### src/rtl/fnn_pkg.sv
// Shared types for the neuron weight-fetch path.
//   fetch_state_t    : sequencer FSM states.
//   weight_beat_t    : one streamed weight {data, idx, last} at default widths.
//   DEFAULT_DATA_WIDTH / DEFAULT_NUM_WEIGHT : default sizing of a neuron.
package fnn_pkg;

  localparam int DEFAULT_DATA_WIDTH = 16;
  localparam int DEFAULT_NUM_WEIGHT = 30;
  localparam int DEFAULT_ADDR_WIDTH = $clog2(DEFAULT_NUM_WEIGHT);

  typedef enum logic [1:0] {
    IDLE  = 2'd0,
    FETCH = 2'd1,
    DRAIN = 2'd2,
    DONE  = 2'd3
  } fetch_state_t;

  typedef struct packed {
    logic [DEFAULT_DATA_WIDTH-1:0] data;
    logic [DEFAULT_ADDR_WIDTH-1:0] idx;
    logic                          last;
  } weight_beat_t;

endpackage

### src/rtl/w_skid_fifo.sv
// Two-entry FIFO that absorbs the memory read latency and downstream stalls.
// Ports:
//   clk, rst_n : clock, asynchronous active-low reset (clears storage too)
//   push       : write push_data this cycle
//   push_data  : beat to store
//   pop        : retire the head entry this cycle (only when occ != 0)
//   head       : oldest stored beat
//   occ        : number of stored beats, 0..2
// Push and pop in the same cycle leave occ unchanged; the pushed beat lands
// behind the one being popped.
module w_skid_fifo #(
  parameter type beat_t = logic [7:0]
) (
  input  logic       clk,
  input  logic       rst_n,
  input  logic       push,
  input  beat_t      push_data,
  input  logic       pop,
  output beat_t      head,
  output logic [1:0] occ
);

  beat_t slot [2];
  logic  rd_ptr;
  logic  wr_ptr;

  always_ff @(posedge clk or negedge rst_n) begin
    if (!rst_n) begin
      slot[0] <= '0;
      slot[1] <= '0;
      rd_ptr  <= 1'b0;
      wr_ptr  <= 1'b0;
      occ     <= 2'd0;
    end else begin
      if (push) begin
        slot[wr_ptr] <= push_data;
        wr_ptr       <= ~wr_ptr;
      end
      if (pop) begin
        rd_ptr <= ~rd_ptr;
      end
      occ <= occ + {1'b0, push} - {1'b0, pop};
    end
  end

  assign head = slot[rd_ptr];

  // The producer's issue rule must never let a third beat arrive.
  a_no_overflow : assert property (@(posedge clk) disable iff (!rst_n)
    !(push && !pop && occ == 2'd2));
  a_no_underflow : assert property (@(posedge clk) disable iff (!rst_n)
    !(pop && occ == 2'd0));

endmodule

### src/rtl/weight_fetch_seq.sv
// Read-side sequencer for a per-neuron weight memory.
// On start it reads addresses 0..NUM_WEIGHT-1 from a memory with a 1-cycle
// registered read port and streams each weight with its index downstream.
// Ports:
//   clk, rst_n  : clock, asynchronous active-low reset
//   start       : one-cycle request for a full weight set (ignored unless idle)
//   busy        : high while fetching/draining
//   done        : one-cycle pulse after the last beat is accepted
//   mem_ren     : memory read enable
//   mem_radd    : memory read address
//   mem_rdata   : memory read data, valid the cycle after mem_ren
//   m_valid / m_ready / m_data / m_idx / m_last : weight stream
//   fsm_state   : current sequencer state (fetch_state_t encoding)
// Stream handshake: a beat transfers on every rising edge where m_valid and
// m_ready are both high; while m_valid is high and m_ready low the payload
// (m_data, m_idx, m_last) holds stable, and m_valid never depends on m_ready.
module weight_fetch_seq
  import fnn_pkg::*;
#(
  parameter int NUM_WEIGHT = DEFAULT_NUM_WEIGHT,
  parameter int DATA_WIDTH = DEFAULT_DATA_WIDTH,
  parameter int ADDR_WIDTH = $clog2(NUM_WEIGHT)
) (
  input  logic                  clk,
  input  logic                  rst_n,
  input  logic                  start,
  output logic                  busy,
  output logic                  done,
  output logic                  mem_ren,
  output logic [ADDR_WIDTH-1:0] mem_radd,
  input  logic [DATA_WIDTH-1:0] mem_rdata,
  output logic                  m_valid,
  input  logic                  m_ready,
  output logic [DATA_WIDTH-1:0] m_data,
  output logic [ADDR_WIDTH-1:0] m_idx,
  output logic                  m_last,
  output logic [1:0]            fsm_state
);

  typedef struct packed {
    logic [DATA_WIDTH-1:0] data;
    logic [ADDR_WIDTH-1:0] idx;
    logic                  last;
  } beat_t;

  localparam logic [ADDR_WIDTH-1:0] LAST_ADDR = ADDR_WIDTH'(NUM_WEIGHT - 1);

  fetch_state_t          state;
  fetch_state_t          state_nx;
  logic [ADDR_WIDTH-1:0] addr_q;
  logic [ADDR_WIDTH-1:0] idx_q;     // address of the read now in flight
  logic                  inflight;  // a read was issued last cycle
  logic [1:0]            occ;
  logic                  pop;
  logic                  room;
  beat_t                 head;
  beat_t                 push_beat;

  assign pop = m_valid & m_ready;

  // A new read may issue only if, counting this cycle's pop, the buffered
  // plus in-flight beats stay below 2: occ + inflight - pop < 2.
  assign room = ({1'b0, occ} + {2'b00, inflight}) < (3'd2 + {2'b00, pop});

  always_ff @(posedge clk or negedge rst_n) begin
    if (!rst_n) begin
      state <= IDLE;
    end else begin
      state <= state_nx;
    end
  end

  always_comb begin
    state_nx = state;
    mem_ren  = 1'b0;
    busy     = 1'b0;
    done     = 1'b0;
    case (state)
      IDLE: begin
        if (start) state_nx = FETCH;
      end
      FETCH: begin
        busy    = 1'b1;
        mem_ren = room;
        if (room && addr_q == LAST_ADDR) state_nx = DRAIN;
      end
      DRAIN: begin
        busy = 1'b1;
        // The final beat is the only one left when it is popped.
        if (pop && head.last && occ == 2'd1) state_nx = DONE;
      end
      DONE: begin
        done     = 1'b1;
        state_nx = IDLE;
      end
      default: state_nx = IDLE;
    endcase
  end

  always_ff @(posedge clk or negedge rst_n) begin
    if (!rst_n) begin
      addr_q   <= '0;
      idx_q    <= '0;
      inflight <= 1'b0;
    end else begin
      inflight <= mem_ren;
      if (mem_ren) idx_q <= addr_q;
      if (state == IDLE && start) begin
        addr_q <= '0;
      end else if (mem_ren && addr_q != LAST_ADDR) begin
        addr_q <= addr_q + 1'b1;
      end
    end
  end

  assign push_beat = '{data: mem_rdata, idx: idx_q, last: (idx_q == LAST_ADDR)};

  w_skid_fifo #(.beat_t(beat_t)) u_fifo (
    .clk       (clk),
    .rst_n     (rst_n),
    .push      (inflight),
    .push_data (push_beat),
    .pop       (pop),
    .head      (head),
    .occ       (occ)
  );

  assign mem_radd  = addr_q;
  assign m_valid   = (occ != 2'd0);
  assign m_data    = head.data;
  assign m_idx     = head.idx;
  assign m_last    = head.last;
  assign fsm_state = state;

endmodule
### config.mk
export PLATFORM = sky130hd
export DESIGN_NAME = weight_fetch_seq
export DESIGN_NICKNAME = d
export VERILOG_FILES = /design/src/rtl/fnn_pkg.sv /design/src/rtl/w_skid_fifo.sv /design/src/rtl/weight_fetch_seq.sv
export SDC_FILE = /design/constraint.sdc
export NUM_CORES = 1
export LEC_CHECK = 0
export BUFFER_PORTS_ARGS = -buffer_cell sky130_fd_sc_hd__buf_2
export CAP_MARGIN = 20
export CORE_MARGIN = 5
export CORE_UTILIZATION = 55
export DETAILED_ROUTE_END_ITERATION = 16
export MAX_ROUTING_LAYER = met4
export PLACE_DENSITY = 0.79
export SLEW_MARGIN = 5
export SYNTH_ARGS = -nofsm -noshare
export SYNTH_HDL_FRONTEND = slang
export SYNTH_SLANG_ARGS = --single-unit
### constraint.sdc
create_clock -name clk -period 3.3 [get_ports clk]
set_input_delay 0.99 -clock clk [delete_from_list [all_inputs] [get_ports clk]]
set_output_delay 0.99 -clock clk [all_outputs]
set_load 0.005 [all_outputs]
==> run_results.csv, run 1 <==
group,metric,value,unit
drt,vias,1684,
die,die_h,81.0,microns
place,hpwl,3.40,mm
timing,fin_skew,0.00860,ns
clocking,cts_buffers,9,
grt,grt_pass1_vias,1779,
drt,drt_pass1_iterations,4,
clocking,cts_resized,0,
power_and_ir_drop,leakagePower,1.61,nW
drt,avgViaCountPerCell,5.17,
layout,nNetsFinal,287,
setup_path,critPathBufInv,3,
grt,grt_pass1_wl,8.36,mm
flow_run,cap_violations,0,
yosys,netlist_top_cells_area,"dfrtp_1 55%, mux2_2 24%, mux2_1 5.7%",
die,initial_core_util,57.5,%
power_and_ir_drop,power_density,955,mW/mm^2
grt,grt.total_usage,17.2,%
drt,drt_iter0_drc,85,
timing,fin_crit_sh,89.8,%
layout,layout-drive-gt1-share,49.8,%
setup_path,crit_top_cell,"buf_2",
grt,antenna_found_initial,0,
yosys,synth_cell_types,28,
clocking,post_cts_buffers,0,
timing,fin_crit,2.96,ns
status,status,"completed",
yosys,yosysMostFrequentCell,"dfrtp_1",
setup_path,crit_path_end_kind,"primary output",
yosys,synth_common_cells,"61 x dfrtp_1, 58 x mux2_2, 14 x mux2_1, 11 x ha_1, 8 x nor2_1",
power_and_ir_drop,ir_drop,0.490,mV
yosys,synth_top_cell_by_area,"dfrtp_1",
clocking,htreeDepth,3,
setup_path,path_class,"primary input to primary output",
timing,drv_slew,0,
timing,rsz0062_at_grt,"no",
place,post-place-ws,0.338,ns
setup_path,cp_data_arrival_time,1.97,ns
clocking,clk_pin_slew,0.06,ns
timing,hold_violations,0,
drt,wire_per_inst,14.7,microns
timing,fmax,0.338,GHz
yosys,synth_enable_flop_cells,0,
die,dieArea,0.00655,sq mm
timing,finalSetupTns,0,ns
grt,grt.overflow.total,0,
clocking,clock-sinks,61,
yosys,ys_ff_latch,61,
die,rows,25,
timing,worstMarginPinSlew,0.996,ns
clocking,cts_tree,"yes",
grt,grt_max_degree,36,
yosys,postSynthAreaPerCell,14.2,sq um
setup_path,critPathRequiredTime,2.31,ns
setup_path,path_max_fanout,6,
clocking,cts-root-buf,"clkbuf_8",
yosys,synthArstFlopShare,100,%
setup_path,crit_family,"compound AO/OA/AOI/OAI gates",
timing,setup_slack,0.338,ns
yosys,synth_area,0.00277,sq mm
drt,wirelength,4.80,mm
setup_path,cp_cell_sequence,"buf_2, o21ai_1, o21a_1, nor2_1, nand2_1, inv_1, buf_2",
setup_path,cp_slowest_stage_delay,0.25,ns
yosys,synth.yosys.warnings,0,
die,die_width,81.0,microns
setup_path,cp-start-kind,"primary input",
layout,area.growth.synth_to_final,19.2,%
die,core_area,0.00482,sq mm
clocking,clockBufferDepth,2,
yosys,synth_ff_type,"dfrtp_1",
layout,diodes,0,
die,pin_count,53,
timing,whs,0.479,ns
timing,setup_violations,0,
yosys,synth-seq-area-share,55.1,%
yosys,syn_nets,226,
clocking,holdBufCountCts,0,
drt,drc_errors,0,
yosys,synth_top_area_share,55.1,%
drt,ant_nets,0,
place,place.gp.congestion,0.793,
yosys,syn_inst,195,
clocking,clock_latency,0.32,ns
timing,relSlewSlack,33.5,%
setup_path,crit_slowest_cell,"o21a_1",
place,io_buffers,52,
hold_path,hp-class,"flop to flop",
power by group:
group	leakage, nW	internal, mW	switching [mW]	total [mW]
clock	0.0923	0.360	0.253	0.614
sequential	0.755	1.09	0.210	1.30
combinational	0.759	0.731	0.512	1.24
total	1.61	2.18	0.975	3.15
path summary, 6_finish.rpt:
kind                                     from            end  slack (ns)  cells past startpoint
worst max-delay path                  m_ready        mem_ren        0.34                      7
worst min-delay path            u_fifo.rd_ptr  u_fifo.rd_ptr        0.48                      1
worst max register to register       inflight   fsm_state[1]        1.26                      6
worst min register to register  u_fifo.rd_ptr  u_fifo.rd_ptr        0.48                      1
max in group asynchronous               rst_n       idx_q[3]        1.84                      2
min in group asynchronous               rst_n    mem_radd[0]        0.74                      1
worst reg2reg max path, cell delays in order, from the launching register on:
cell and delay (ns):
dfrtp_1 0.43, ha_1 0.22, ha_1 0.20, or3_1 0.37, o22a_1 0.22, a21oi_2 0.15, mux2_1 0.33
placed cells by master (no fill, tap or decap), types with 2 or more instances in the layout:
cell type / netlist / layout
buf_2: 2 / 52
buf_4: 0 / 4
clkbuf_1: 1 / 2
clkbuf_8: 0 / 10
dfrtp_1: 61 / 61
ha_1: 11 / 11
inv_1: 7 / 7
mux2_1: 14 / 14
mux2_2: 58 / 58
nand2_1: 2 / 2
nand3_1: 2 / 2
nand4_1: 2 / 2
nor2_1: 8 / 8
nor3_1: 2 / 2
xnor2_1: 7 / 7
routing by layer:
layer,vias to the layer above,global-route usage [%],wire [microns]
met1,822,22.4,2290
met2,45,25.9,2220
met4,0,7.77,62
li1,810,-,-
met3,7,3.66,228
met5,-,-,0
cells by family after synthesis:
logic type	after synthesis	synth area share, %
buffers and inverters	13	1.85
adders and majority gates	11	4.97
xor gates and xnor gates	8	2.53
AOI/OAI and AO/OA	6	1.72
muxes	72	29.3
DFF	61	55.1
and+or+nand+nor	24	4.52
metrics by stage:
| stage | area [sq um] | instances | utilization [%] | power [mW] |
|---|---|---|---|---|
| 2_1_floorplan | 2770 | 195 | - | 2.12 |
| 5_1_grt | 3300 | 326 | 68.5 | 3.41 |
| 4_1_cts | 3300 | 326 | 68.5 | 3.20 |
| 6_report | 3300 | 326 | 68.5 | 3.15 |
| 3_3_place_gp | 3120 | 312 | 64.8 | 2.53 |
| 3_5_place_dp | 3120 | 312 | 64.8 | 2.58 |
final cells by class:
class | instances | area, sq um
multi-input combinational | 121 | 1190
inverter | 7 | 26.3
fill | 388 | 1520
tap | 67 | 83.8
sequential | 61 | 1530
clock inverter | 2 | 35.0
clock buffer | 12 | 145
timing repair buffer | 56 | 290
registers in the layout (all words and copies together), names as in the netlist:
name / count
fsm_state: 2
u_fifo.wr_ptr: 1
mem_radd: 5
u_fifo.rd_ptr: 1
u_fifo.slot: 44
idx_q: 5
u_fifo.occ: 2
inflight: 1
No activity file was read; power rests on OpenSTA's default activity.
==> inputs of run 2 (changes only) <==
clock period = 3.6 ns   (was 3.3 ns; I/O delays follow)
==> run 2 against run 1 <==
Effect of this change:
- first-iteration DRC count down 31%
- combinational power down 7%
- count of clock-buffer cells in the layout unchanged
- setup slack better by 0.12 ns
- wire length up 6.2%
- sequential power down 8%
- via count up 2.4%
- design area up 0.15%
- clock power down 4.2%
- core utilization up 0.10 points
- worst hold slack better by 0.0093 ns
- sequential share of layout area down 0.070 points
- critical path type unchanged
- highest routed layer unchanged
==> run_results.csv, run 2 (same netlist as run 1, synthesis figures left out) <==
group,metric,value,unit
grt,grt_pass1_vias,1857,
layout,top_register,"u_fifo.slot",
setup_path,crit_path_end_kind,"primary output",
grt,grt_max_degree,34,
grt,grt.total_usage,18.1,%
setup_path,path_max_fanout,6,
timing,fin_crit,3.14,ns
layout,layout_common_cells,"61 x dfrtp_1, 58 x mux2_2, 52 x buf_2",
die,die_h,81.0,microns
layout,layout-drive-gt1-share,50.0,%
clocking,clock_latency,0.32,ns
setup_path,crit_top_cell,"buf_2",
timing,relSlewSlack,30.8,%
drt,drc_errors,0,
hold_path,hp-class,"flop to flop",
timing,fin_skew,0.0111,ns
timing,drv_slew,0,
layout,multi_input_area,0.00119,sq mm
hold_path,hold_path_end,"u_fifo.slot[16]",
power_and_ir_drop,comb_power_share,39.2,%
setup_path,cp_data_arrival_time,2.06,ns
drt,avgViaCountPerCell,5.28,
clocking,cts_resized,0,
die,pin_count,53,
timing,worstMarginPinSlew,1.04,ns
clocking,post_cts_buffers,0,
drt,drt_pass1_iterations,4,
layout,largest_register_ffs,44,
setup_path,critPathRequiredTime,2.52,ns
die,dieArea,0.00655,sq mm
status,status,"completed",
power_and_ir_drop,leakagePower,1.61,nW
timing,rsz0062_at_grt,"no",
drt,vias,1725,
place,hpwl,3.48,mm
power_and_ir_drop,power,2.93,mW
layout,area.growth.synth_to_final,19.4,%
setup_path,r2r-start,"inflight",
clocking,htreeDepth,3,
clocking,clock-sinks,61,
clocking,clk_pin_slew,0.07,ns
timing,hold_violations,0,
setup_path,r2r_end,"fsm_state[1]",
drt,ant_nets,0,
die,initial_core_util,57.5,%
power_and_ir_drop,ir_drop,0.539,mV
die,die_width,81.0,microns
timing,setup_violations,0,
layout,diodes,0,
setup_path,crit_slowest_cell,"o21a_1",
setup_path,reg2reg_depth,6,
timing,finalSetupTns,0,ns
power_and_ir_drop,pwr-share-seq,40.8,%
layout,nNetsFinal,286,
setup_path,cp-start-kind,"primary input",
clocking,cts-root-buf,"clkbuf_8",
layout,final_common_cell,"dfrtp_1",
grt,antenna_found_initial,0,
power_and_ir_drop,p_int,2.00,mW
setup_path,rrSetupSlack,1.59,ns
hold_path,worstHoldStart,"u_fifo.slot[16]",
clocking,cts_buffers,9,
setup_path,cp_cell_sequence,"buf_2, o21ai_1, o21a_1, nor2_1, nand2_1, inv_1, buf_2",
setup_path,cp-startpoint,"m_ready",
place,place.gp.congestion,0.807,
clocking,cts_tree,"yes",
layout,ff_latch_area,0.00153,sq mm
clocking,clockBufferDepth,2,
timing,fin_crit_sh,87.2,%
drt,wirelength,5.10,mm
hold_path,hold_path_depth,1,
setup_path,path_class,"primary input to primary output",
drt,wire_per_inst,15.6,microns
flow_run,cap_violations,0,
power_and_ir_drop,power_density,887,mW/mm^2
setup_path,cp_slowest_stage_delay,0.25,ns
layout,fin_util,68.6,%
drt,drt_iter0_drc,59,
die,core_area,0.00482,sq mm
grt,grt.overflow.total,0,
die,rows,25,
power_and_ir_drop,switchingPower,0.931,mW
clocking,holdBufCountCts,0,
layout,fill_cells,404,
power_and_ir_drop,netSwitchingFraction,31.7,%
power_and_ir_drop,pwr-share-clk,20.1,%
timing,fmax,0.318,GHz
place,io_buffers,52,
grt,grt_pass1_wl,8.74,mm
[run 2: metal layers]
layer | wire, microns | up-vias | global-route usage [%]
met5 | 0 | - | -
met4 | 46 | 0 | 7.09
met3 | 243 | 5 | 4.55
met2 | 2480 | 47 | 28.2
met1 | 2330 | 864 | 22.8
li1 | - | 809 | -
[run 2: stage by stage]
step	instance area, sq um	setup WS (ns)	instances	hold slack, ns
6_report	3310	0.459	327	0.488
5_1_grt	3310	0.332	327	0.513
4_1_cts	3310	0.462	327	0.494
3_5_place_dp	3110	0.462	311	0.475
3_3_place_gp	3110	0.492	311	0.469
2_1_floorplan	2770	0.791	195	0.454
[run 2: how the worst max path moves through the flow]
stage,to,slack [ns],cells past startpoint
after floorplan,mem_ren,0.79,5
after global placement,mem_ren,0.49,7
after detailed placement,mem_ren,0.46,7
after CTS,mem_ren,0.46,7
after global routing,mem_ren,0.33,7
final,mem_ren,0.46,7
[run 2: power groups by stage]
stage          logic (mW)  registers (mW)  clock network [mW]
6_report             1.15            1.19               0.588
5_1_grt              1.28            1.24               0.637
3_3_place_gp         1.14            1.18                   0
3_5_place_dp         1.16            1.21                   0
4_1_cts              1.18            1.20               0.598
2_1_floorplan       0.793            1.15                   0
[run 2: layout make-up]
cell class / count / share of cell area (%)
Clock buffer: 12 / 4.39
Clock inverter: 4 / 1.44
Inverter: 7 / 0.795
Multi-Input combinational cell: 121 / 36.1
Sequential cell: 61 / 46.2
Tap cell: 67 / 2.54
Timing Repair Buffer: 55 / 8.55
[run 2: critical path, delay by kind of cell]
kind	cells	cell delay [ns]
AND/OR/NAND/NOR	2	0.25
buffers and inverters	3	0.34
AO/OA/AOI/OAI	2	0.39
==> inputs of run 3 (changes only) <==
CTS_BUF_LIST = sky130_fd_sc_hd__clkbuf_4 sky130_fd_sc_hd__clkbuf_8 sky130_fd_sc_hd__clkbuf_16   (was not set)
SETUP_SLACK_MARGIN = 0.2   (was not set)
SYNTH_HIERARCHICAL = 1   (was not set)
==> run 3 against run 2 <==
Effect of this change:
- die area up 8.9%
- highest routed layer unchanged
- critical path depth fell by 1
- first-iteration DRC count decreased by 10%
- cell count is 5.5% higher
- worst hold slack better by 0.013 ns
- total power up 16%
==> run_results.csv, run 3 <==
group,metric,value,unit
layout,layout-drive-gt1-share,54.2,%
power_and_ir_drop,power_density,958,mW/mm^2
grt,grt_pass1_vias,1975,
setup_path,critPathRequiredTime,2.52,ns
clocking,htreeDepth,3,
clocking,cts_tree,"yes",
yosys,syn_nets,239,
yosys,synth_area,0.00305,sq mm
timing,fmax,0.346,GHz
setup_path,crit_path_end_kind,"primary output",
grt,grt_max_degree,32,
yosys,synth.yosys.warnings,6,
yosys,netlist_top_cells_area,"dfrtp_1 50%, mux2_4 20%, mux2_2 11%",
place,io_buffers,52,
timing,setup_violations,0,
grt,antenna_found_initial,0,
grt,grt_pass1_wl,9.46,mm
die,pin_count,53,
timing,drv_slew,0,
flow_run,cap_violations,0,
die,rows,27,
hold_path,hp-class,"flop to flop",
clocking,clock-sinks,61,
clocking,cts-root-buf,"clkbuf_8",
yosys,yosysMostFrequentCell,"dfrtp_1",
clocking,cts_resized,0,
drt,drc_errors,0,
clocking,clk_pin_slew,0.06,ns
timing,worstMarginPinSlew,0.919,ns
drt,drt_pass1_iterations,4,
status,status,"completed",
grt,grt.overflow.total,0,
layout,layout_common_cells,"61 x dfrtp_1, 52 x buf_2, 40 x mux2_4",
layout,fill_cells,403,
layout,area.growth.synth_to_final,16.5,%
setup_path,path_max_fanout,6,
yosys,syn_inst,208,
yosys,synth-seq-area-share,50.0,%
power_and_ir_drop,ir_drop,0.484,mV
layout,top_register,"u_fifo/slot",
layout,ff_latch_area,0.00153,sq mm
die,die_h,84.5,microns
drt,wire_per_inst,16.1,microns
setup_path,crit_top_cell,"ha_1",
yosys,synth_top_area_share,50.0,%
place,place.gp.congestion,0.774,
timing,hold_violations,0,
timing,fin_crit,2.89,ns
die,core_area,0.00544,sq mm
layout,nNetsFinal,300,
clocking,holdBufCountCts,0,
timing,rsz0062_at_grt,"no",
power_and_ir_drop,leakagePower,1.78,nW
die,die_width,84.5,microns
setup_path,cp_cell_sequence,"ha_1, ha_1, and2b_1, nand2_1, inv_1, buf_2",
yosys,synthArstFlopShare,100,%
setup_path,crit_slowest_cell,"dfrtp_1",
timing,relSlewSlack,38.6,%
drt,drt_iter0_drc,53,
yosys,synth_ff_type,"dfrtp_1",
die,dieArea,0.00714,sq mm
drt,vias,1846,
setup_path,path_class,"flop to primary output",
layout,final_common_cell,"dfrtp_1",
yosys,synth_common_cells,"61 x dfrtp_1, 40 x mux2_4, 31 x mux2_2, 11 x ha_1, 7 x inv_1",
yosys,synth_enable_flop_cells,0,
drt,avgViaCountPerCell,5.35,
clocking,cts_buffers,9,
place,post-place-ws,0.719,ns
setup_path,cp_data_arrival_time,1.81,ns
layout,fin_cells,345,
setup_path,cp-start-kind,"flop",
clocking,clock_latency,0.33,ns
layout,largest_register_ffs,44,
layout,diodes,0,
timing,fin_skew,0.00674,ns
yosys,synth_top_cell_by_area,"dfrtp_1",
timing,whs,0.502,ns
setup_path,critPathBufInv,2,
grt,grt.total_usage,17.4,%
layout,multi_input_area,0.00144,sq mm
place,hpwl,3.85,mm
place,placed_cells,330,
yosys,synth_cell_types,39,
clocking,clockBufferDepth,2,
clocking,post_cts_buffers,0,
drt,wirelength,5.54,mm
timing,setup_slack,0.708,ns
timing,fin_crit_sh,80.3,%
yosys,postSynthAreaPerCell,14.7,sq um
die,initial_core_util,56.1,%
yosys,ys_ff_latch,61,
setup_path,cp_slowest_stage_delay,0.44,ns
timing,finalSetupTns,0,ns
setup_path,crit_family,"flip-flops",
drt,ant_nets,0,
[run 3: cell families after synthesis]
logic type,after synthesis,synth area share [%]
buf+inv,13,2.91
flops,61,50.0
xor+xnor,4,1.15
compound gates,19,4.59
simple gates,28,5.37
fa+ha+maj,11,4.51
mux,72,31.4
[run 3: power breakdown]
| part | total [mW] | switching, mW | leakage (nW) | internal [mW] |
|---|---|---|---|---|
| Sequential | 1.24 | 0.230 | 0.744 | 1.01 |
| Clock | 0.549 | 0.249 | 0.0905 | 0.301 |
| Combinational | 1.61 | 0.636 | 0.946 | 0.979 |
[run 3: path summary, 6_finish.rpt]
| kind | from | to | slack [ns] | depth (start not counted) |
|---|---|---|---|---|
| setup reg to reg | inflight | mem_radd[3] | 1.64 | 6 |
| min in group asynchronous | rst_n | u_fifo/slot[41] | 0.63 | 1 |
| setup / recovery | inflight | mem_ren | 0.71 | 6 |
| hold / removal | u_fifo/slot[17] | u_fifo/slot[17] | 0.50 | 1 |
| max in group asynchronous | rst_n | u_fifo/occ[0] | 2.29 | 2 |
| hold reg to reg | u_fifo/slot[17] | u_fifo/slot[17] | 0.50 | 1 |
[run 3: area by class of cell]
class	count	area share, %
clock inverters	3	0.563
flip-flops and latches	61	42.9
clock buffers	12	4.65
multi-input cells	134	40.4
well taps	72	2.53
inverters	7	0.739
repair buffers	56	8.17
[run 3: metal layers]
| layer | share of wire (%) | wire length [microns] | vias to the layer above | GRT usage (%) |
|---|---|---|---|---|
| li1 | - | - | 871 | - |
| met1 | 47 | 2590 | 905 | 22.3 |
| met2 | 46 | 2570 | 59 | 25.7 |
| met3 | 5.8 | 320 | 11 | 5.50 |
| met4 | 1.1 | 63 | 0 | 6.91 |
| met5 | 0 | 0 | - | - |
[run 3: per-stage QoR]
| stage | total power, mW | cell area (sq um) | util, % |
|---|---|---|---|
| floorplan | 2.41 | 3050 | - |
| global placement | 2.82 | 3370 | 62.0 |
| detailed placement | 2.87 | 3370 | 62.0 |
| CTS | 3.45 | 3550 | 65.4 |
| global route | 3.65 | 3550 | 65.4 |
| finish | 3.40 | 3550 | 65.4 |
